$ cat config.mk
export PLATFORM = sky130hd
export DESIGN_NAME = mem_port_arbiter
export DESIGN_NICKNAME = d
export VERILOG_FILES = /design/src/rtl/mem_port_arbiter.sv
export SDC_FILE = /design/constraint.sdc
export NUM_CORES = 1
export LEC_CHECK = 0
export CORE_MARGIN = 5
export CORE_UTILIZATION = 26
export DETAILED_ROUTE_END_ITERATION = 7
export GPL_ROUTABILITY_DRIVEN = 1
export GPL_TIMING_DRIVEN = 1
export PLACE_DENSITY_LB_ADDON = 0.3
export RECOVER_POWER = 25
export SYNTH_ARGS = -nofsm -noshare
export SYNTH_HDL_FRONTEND = slang
export SYNTH_SLANG_ARGS = --single-unit
$ cat constraint.sdc
create_clock -name clk -period 1.8 [get_ports clk]
set_clock_uncertainty 0.05 [all_clocks]
set_input_delay 0.36 -clock clk [delete_from_list [all_inputs] [get_ports clk]]
set_output_delay 0.36 -clock clk [all_outputs]
set_load 0.01 [all_outputs]
$ cat src/rtl/mem_port_arbiter.sv
// Arbiter sharing one single-port memory between instruction fetch and data access.
// Data wins ties, but a fetch is forced through after STARVE_LIMIT consecutive data grants.
module mem_port_arbiter #(
  parameter int STARVE_LIMIT = 3
) (
  input  logic        clk,
  input  logic        rst_n,
  input  logic        i_req,
  input  logic [15:0] i_addr,
  input  logic        i_flush,
  output logic        i_done,
  output logic [15:0] i_rdata,
  input  logic        d_req,
  input  logic        d_wr,
  input  logic [15:0] d_addr,
  input  logic [15:0] d_wdata,
  output logic        d_done,
  output logic        d_err,
  output logic [15:0] d_rdata,
  output logic        mem_req,
  output logic        mem_wr,
  output logic [15:0] mem_addr,
  output logic [15:0] mem_wdata,
  input  logic        mem_ack,
  input  logic [15:0] mem_rdata
);

  localparam int CNT_W = (STARVE_LIMIT < 1) ? 1 : $clog2(STARVE_LIMIT + 1);
  localparam logic [CNT_W-1:0] LIMIT = CNT_W'(STARVE_LIMIT);

  typedef enum logic [1:0] {S_IDLE, S_WAIT, S_RESP, S_ERR} state_t;
  typedef enum logic {OWN_I, OWN_D} owner_t;

  state_t           state_q, state_d;
  owner_t           owner_q, owner_d;
  logic [CNT_W-1:0] starve_q, starve_d;
  logic             cancel_q, cancel_d;
  logic [15:0]      addr_q, addr_d;
  logic             wr_q, wr_d;
  logic [15:0]      wdata_q, wdata_d;
  logic [15:0]      i_rdata_q, i_rdata_d;
  logic [15:0]      d_rdata_q, d_rdata_d;

  logic d_misaligned;
  logic fetch_ok;
  logic starved;
  logic grant_d;
  logic grant_i;

  // A fetch raised together with its own flush is already stale, so it never competes.
  assign d_misaligned = d_req & d_addr[0];
  assign fetch_ok     = i_req & ~i_flush;
  assign starved      = (starve_q == LIMIT);
  assign grant_d      = d_req & ~d_addr[0] & ~(fetch_ok & starved);
  assign grant_i      = fetch_ok & ~d_misaligned & (~d_req | starved);

  always_ff @(posedge clk or negedge rst_n) begin
    if (!rst_n) begin
      state_q   <= S_IDLE;
      owner_q   <= OWN_D;
      starve_q  <= '0;
      cancel_q  <= 1'b0;
      addr_q    <= '0;
      wr_q      <= 1'b0;
      wdata_q   <= '0;
      i_rdata_q <= '0;
      d_rdata_q <= '0;
    end else begin
      state_q   <= state_d;
      owner_q   <= owner_d;
      starve_q  <= starve_d;
      cancel_q  <= cancel_d;
      addr_q    <= addr_d;
      wr_q      <= wr_d;
      wdata_q   <= wdata_d;
      i_rdata_q <= i_rdata_d;
      d_rdata_q <= d_rdata_d;
    end
  end

  always_comb begin
    state_d = state_q;
    unique case (state_q)
      S_IDLE: begin
        if (d_misaligned) begin
          state_d = S_ERR;
        end else if (grant_d || grant_i) begin
          state_d = S_WAIT;
        end
      end
      S_WAIT: begin
        if (mem_ack) begin
          state_d = S_RESP;
        end
      end
      S_RESP:  state_d = S_IDLE;
      S_ERR:   state_d = S_IDLE;
      default: state_d = S_IDLE;
    endcase
  end

  always_comb begin
    owner_d   = owner_q;
    starve_d  = starve_q;
    cancel_d  = cancel_q;
    addr_d    = addr_q;
    wr_d      = wr_q;
    wdata_d   = wdata_q;
    i_rdata_d = i_rdata_q;
    d_rdata_d = d_rdata_q;
    unique case (state_q)
      S_IDLE: begin
        if (grant_d) begin
          owner_d = OWN_D;
          addr_d  = d_addr;
          wr_d    = d_wr;
          wdata_d = d_wdata;
        end else if (grant_i) begin
          owner_d = OWN_I;
          addr_d  = i_addr;
          wr_d    = 1'b0;
          wdata_d = '0;
        end
        if (grant_i || !i_req) begin
          starve_d = '0;
        end else if (grant_d && !starved) begin
          starve_d = starve_q + 1'b1;
        end
      end
      S_WAIT: begin
        // The memory cycle cannot be aborted; a redirect only hides the result.
        if (i_flush && (owner_q == OWN_I)) begin
          cancel_d = 1'b1;
        end
        if (mem_ack) begin
          if (owner_q == OWN_I) begin
            i_rdata_d = mem_rdata;
          end else if (!wr_q) begin
            d_rdata_d = mem_rdata;
          end
        end
      end
      S_RESP:  cancel_d = 1'b0;
      default: ;
    endcase
  end

  always_comb begin
    mem_req   = (state_q == S_WAIT);
    mem_wr    = (state_q == S_WAIT) & wr_q;
    mem_addr  = addr_q;
    mem_wdata = wdata_q;
    i_done    = (state_q == S_RESP) & (owner_q == OWN_I) & ~cancel_q;
    d_done    = (state_q == S_RESP) & (owner_q == OWN_D);
    d_err     = (state_q == S_ERR);
    i_rdata   = i_rdata_q;
    d_rdata   = d_rdata_q;
  end

endmodule
==> results.md, run 1 <==
- Aggregate routed wire length: 7921 um
- Share of cells above drive strength 1: 0.2174
- Die footprint: 13540 sq um
- Required @ worst endpoint: 1.39 ns
- Register bit count reported by yosys: between 70 and 80
- Non-filler cells, final: just over 500
- I/O Buffers: between 100 and 150
- Power Density: between 1500 and 2000 nW/um^2
- Wirelength per Cell: between 15 and 20 um
- Syn avg cell area: between 10 and 15 sq um
- RSZ-0062 raised after global routing: true
- Clock-pin slew on the worst setup and hold paths: 0.06 ns
- Drt first-iter violations: about 160
- Synth Area in Compound Gates: 0.1315
- Setup TNS: 0 ns
- Period utilisation layout: 0.9590
- Post-Synth Adder-Cell Area: 0.008511
- Largest net degree at the start of global routing: 40
- Simple-gate portion of the synthesized area: 0.06340
- Number of detailed-route iterations in the first pass: 8
- Clk_lat worst skew: 0.32 ns
- Total gr overflow: 0
- Peak supply drop: ~0.00096 V
- CP Data Arrival Time: 1.32 ns
- Vias in the first global route: between 2000 and 3000
- Vias per cell: roughly 4.5
- Slowest stage cell, crit path: dfrtp_1
- Critical path type: register to output pin
- Worst Hold Class: register to register
- Antenna violations before repair: 0
- Post-Synth XOR/XNOR Area: 0
- Nets: roughly 440
- # rows: 38
- Commonest non-fill, non-tap cell in the layout: clkdlybuf4s50_1
- Worst Path Max Fanout: 9
- Hold Fails Final Rpt: 0
- Commonest cells after routing, fill and taps aside: 133 x clkdlybuf4s50_1, 70 x dfrtp_1, 24 x mux2_2
- LEAKAGE: about 2.2 nW
- Max_cap viols: 0
- Post-route antenna net violation count: 0
- Root buffer cell: clkbuf_16
- Layout area overhead: 70.85%
- DP Cell Count: between 400 and 500
- Max incr delay on CP: 0.41 ns
- Critical Path Source Type: register
- Status: finished, final reports clean
- Maximum clock path buffer count: 2
- Yosys cell types: 34
- Core Area: between 10000 and 15000 sq um
- Final Wtd Congestion: 0.7380
- IO Pins: between 100 and 150
- Rel. slew slack: 0.3458
- Clock Sinks: between 70 and 80
- DRC: 0
- First-pass GRT wire length: around 13000 um
- Setup crit end kind: output pin
- Max Clock Freq: just under 600 MHz
- Register area share after synthesis: 0.6047
- ANT cells: 0
- Worst reg-to-reg setup slack: 0.15 ns
- Final Setup Violations: 0
- Via count: between 2000 and 2500
- # H-tree levels: 3
- Gr usage total: 0.1188
- Proportion of synthesized area in mux cells: 0.1430
- Pins Over Slew Limit: 0
- Sequence of cells on the critical path: buf_6, and3b_1, clkdlybuf4s15_1
- Die width: between 100 and 150 um
- Worst-Margin Slew: 0.9813 ns
- Yosys Warn Count: 0
- Post-synth net total: between 200 and 300
- CTS tree: built
- DP HPWL: slightly below 6000 um
- Synthesized cell area: between 2000 and 3000 sq um
- Mapped Cells: between 200 and 250
- Min cycle time layout: around 1.7 ns
- Main combinational cell family by area after synthesis: multiplexers
- Starting density of the core: 0.2677
- Die extent in y: around 120 um
- CTS buffer count: 9
metal layers:
layer / track usage / part of all wire / vias up
met2: 0.1857 / 0.45 / 114
met4: 0.03712 / 0.0096 / 0
met1: 0.1597 / 0.44 / 1100
met3: 0.03420 / 0.10 / 7
met5: 0 / 0 / -
li1: - / - / 1077
sequential cells by signal, summed over array words and instances, names as in the netlist:
signal and flops:
cancel_q 1, d_rdata 16, i_rdata 16, mem_addr 16, mem_wdata 16, owner_q 1
starve_q 2, state_q 2, wr_q 1
cell type report:
class	instances	area, sq um
fill	1051	5959
sequential	71	1778
timing repair buffer	159	1629
clock inverter	6	115.1
multi-input combinational	106	1027
clock buffer	10	239.0
tap	140	175.2
inverter	16	60.06
cell families (layout without fill, tap and decap cells):
kind of cell,count (synthesis),count (layout)
simple gates,27,27
fa+ha+maj,2,2
mux,34,34
flops,71,71
compound gates,43,43
buf+inv,28,191
worst max-delay path: cells and delay by family (launching register included):
family	cells	cell delay [ns]
DFF	1	0.41
buffers and inverters	2	0.38
and+or+nand+nor	1	0.20
worst paths after layout:
path / from / endpoint / cells past startpoint
max: state_q[0] / d_done / 3
min: mem_addr[0] / mem_addr[0] / 2
max reg2reg: state_q[1] / mem_wdata[0] / 7
min reg2reg: mem_addr[0] / mem_addr[0] / 2
max in group asynchronous: rst_n / d_rdata[2] / 3
min in group asynchronous: rst_n / i_rdata[0] / 2
cells in the mapped netlist:
library cell   n  area, sq um
dfrtp_1       70         1752
mux2_2        24        270.3
a22o_1        17        148.9
inv_1         16        60.06
a222oi_1      15        150.1
mux2_4        10        150.1
buf_2          6        30.03
o21ai_0        5        25.02
nand2_1        4        15.01
nand2b_1       4        25.02
nor3b_1        4        30.03
a21oi_1        2        10.01
and2_1         2        12.51
buf_4          2        15.01
clkbuf_1       2        7.510
ha_1           2        25.02
nand3b_1       2        15.01
nor2_1         2        7.510
a2111oi_4      1        27.53
a21o_1         1        7.510
a221oi_1       1        8.760
and2b_1        1        7.510
and3_1         1        6.260
and3b_1        1        8.760
buf_12         1        20.02
buf_6          1        11.26
dfstp_2        1        26.28
nand2_2        1        6.260
nor2_2         1        6.260
nor2b_4        1        13.76
nor3_1         1        5.000
nor3b_4        1        18.77
nor4b_1        1        8.760
o21ai_2        1        8.760
power by group:
part	switching (mW)	internal (mW)	leakage, nW
logic	1.32	2.30	1.15
clock network	0.668	1.40	0.170
registers	0.458	2.36	0.871
metrics by stage:
stage,area [sq um],hold WS (ns),utilization,setup slack [ns],total power [mW]
detailed placement,4648,0.3258,0.4232,-0.1764,6.494
floorplan,2940,0.01441,-,0.05019,4.392
CTS,5031,0.4578,0.4581,0.02278,8.640
finish,5024,0.4489,0.4574,0.07380,8.507
global route,5024,0.4648,0.4574,-0.02609,9.060
global placement,4648,0.3138,0.4232,-0.1283,6.435
repair_timing:
| action | CTS | global route |
|---|---|---|
| hold endpoints to repair | 37 | 0 |
| hold buffers | 1 | 0 |
| setup buffers | 2 | 0 |
| setup endpoints to repair | 5 | 20 |
| resized for setup | 7 | 4 |
Note: power is estimated with default switching activity, not from simulation.
==> run 2: changes to the inputs <==
Settings changed: CELL_PAD_IN_SITES_DETAIL_PLACEMENT set to 0, CELL_PAD_IN_SITES_GLOBAL_PLACEMENT set to 1.
==> results.md, run 2 (synthesis results as in run 1) <==
- Status: finished, final reports clean
- DP HPWL: 5864 um (-0.52%)
- Power Density: 1683 nW/um^2 (-0.59%)
- Nets: 434 (-0.46%)
- Rel. slew slack: 0.5336 (+0.1878)
- Antenna violations before repair: 0 (unchanged)
- I/O Buffers: 139 (unchanged)
- Root buffer cell: clkbuf_16
- Required @ worst endpoint: 1.39 ns (about the same)
- Aggregate routed wire length: 8154 um (+2.9%)
- Min cycle time layout: 1.751 ns (+0.02480 ns)
- Clk_lat worst skew: 0.32 ns (about the same)
- Critical path type: register to output pin
- Max_cap viols: 0 (unchanged)
- Worst-Margin Slew: 0.6995 ns (-0.2818 ns)
- Sequential power share: 0.336 (+0.004)
- CTS buffer count: 9 (unchanged)
- Worst Path Max Fanout: 7 (-2)
- Sw Share: 0.2965 (+0.009376)
- Clk pwr share: 0.234 (-0.009)
- Final Setup Violations: 0 (unchanged)
- Sequential cell area: 1778 sq um (unchanged)
- Share of cells above drive strength 1: 0.2158 (-0.001544)
- Die width: 116.3 um (unchanged)
- Die footprint: 13540 sq um (unchanged)
- Area of the multi-input gates: 1032 sq um (+0.49%)
- Largest net degree at the start of global routing: 46 (+15%)
- Period utilisation layout: 0.9728 (+0.01378)
- Total gr overflow: 0 (unchanged)
- IO Pins: 140 (unchanged)
- Clock Sinks: 71 (unchanged)
- Vias in the first global route: 2522 (+0.88%)
- Die extent in y: 116.3 um (unchanged)
- # H-tree levels: 3 (unchanged)
- Max Clock Freq: 571.1 MHz (-1.4%)
- Commonest non-fill, non-tap cell in the layout: clkdlybuf4s50_1
- Post-DP Area: 4608 sq um (-0.86%)
- Vias per cell: 4.557 (+0.74%)
- Clock-pin slew on the worst setup and hold paths: 0.06 ns (about the same)
- Hold Fails Final Rpt: 0 (unchanged)
- Non-filler cells, final: 506 (-0.39%)
- Commonest cells after routing, fill and taps aside: 132 x clkdlybuf4s50_1, 70 x dfrtp_1, 24 x mux2_2
- Wirelength per Cell: 16.11 um (+3.3%)
- Internal: 5.883 mW (-3.0%)
- Via count: 2306 (+0.35%)
- Worst Hold Class: register to register
- Final Wtd Congestion: 0.7059 (-4.3%)
- Final cell utilization of the core: 0.4523 (-0.005126)
- RSZ-0062 raised after global routing: true
- DRC: 0 (unchanged)
- DP Cell Count: 487 (-0.41%)
- Drt first-iter violations: 99 (-38%)
- Core Area: 10980 sq um (unchanged)
- Starting density of the core: 0.2677 (unchanged)
- P_sw: 2.479 mW (+1.5%)
- Post-route cell area: 4967 sq um (-1.1%)
- Filler cells: 1022 (-2.8%)
- CTS tree: built
- # rows: 38 (unchanged)
- Logic pwr share: 0.430 (+0.005)
- Setup crit end kind: output pin
- Peak supply drop: 0.0006710 V (-30%)
- Critical Path Source Type: register
- ANT cells: 0 (unchanged)
- CP Data Arrival Time: 1.34 ns (+0.02 ns)
- LEAKAGE: 2.156 nW (-1.5%)
- Number of detailed-route iterations in the first pass: 4 (-4)
- First-pass GRT wire length: 12930 um (+1.5%)
- Post-route antenna net violation count: 0 (unchanged)
- Pins Over Slew Limit: 0 (unchanged)
- Gr usage total: 0.1214 (+0.002585)
- Layout area overhead: 68.94%
- Maximum clock path buffer count: 2 (unchanged)
run 2: path summary, 6_finish.rpt:
kind | start | to | slack (ns) | cells after the start
worst min register to register | i_rdata[5] | i_rdata[5] | 0.46 | 1
worst max-delay path | state_q[1] | d_err | 0.05 | 4
min in group asynchronous | rst_n | d_rdata[10] | 0.56 | 2
worst min-delay path | i_rdata[5] | i_rdata[5] | 0.46 | 1
worst max register to register | state_q[1] | d_rdata[4] | 0.12 | 6
max in group asynchronous | rst_n | owner_q | 0.24 | 3
run 2: power by group through the flow:
stage	combinational, mW	clock [mW]	sequential, mW
global route	3.88	2.08	2.91
CTS	3.64	2.01	2.83
floorplan	1.30	0	3.10
global placement	3.58	0	2.82
finish	3.60	1.95	2.81
detailed placement	3.63	0	2.82
run 2: area by class of cell:
class / count / area share
inverter: 16 / 0.01209
clock inverter: 6 / 0.01864
clock buffer: 10 / 0.04811
timing repair buffer: 157 / 0.3202
multi-input combinational: 106 / 0.2078
sequential: 71 / 0.3579
tap: 140 / 0.03526
run 2: metal layers:
metal,part of all wire,global-route usage,up-vias
li1,-,-,1073
met5,0,0,-
met3,0.095,0.04197,11
met4,0.017,0.04640,0
met2,0.44,0.1838,106
met1,0.45,0.1603,1116
run 2: metrics by stage:
stage | TNS, ns | setup WS (ns) | hold slack, ns | power, mW
after CTS | -0.006827 | -0.006827 | 0.4398 | 8.475
after global placement | -4.373 | -0.1484 | 0.2520 | 6.398
final | 0 | 0.04900 | 0.4556 | 8.362
after global routing | -0.01100 | -0.01100 | 0.4687 | 8.873
after floorplan | 0 | 0.05019 | 0.01441 | 4.392
after detailed placement | -6.626 | -0.2150 | 0.2511 | 6.455
run 2: repair_timing:
action | 4_1_cts | 5_1_grt
hold endpoints to repair | 26 | 0
hold buffers | 1 | 0
setup buffers | 1 | 1
setup endpoints to repair | 5 | 18
pin swaps | 0 | 0
gates resized for setup | 8 | 7
run 2: worst max-delay path, stage by stage (launching register included):
cell,delay (ns)
dfrtp_1,0.38
buf_4,0.14
buf_6,0.13
and2_1,0.15
clkdlybuf4s15_1,0.22
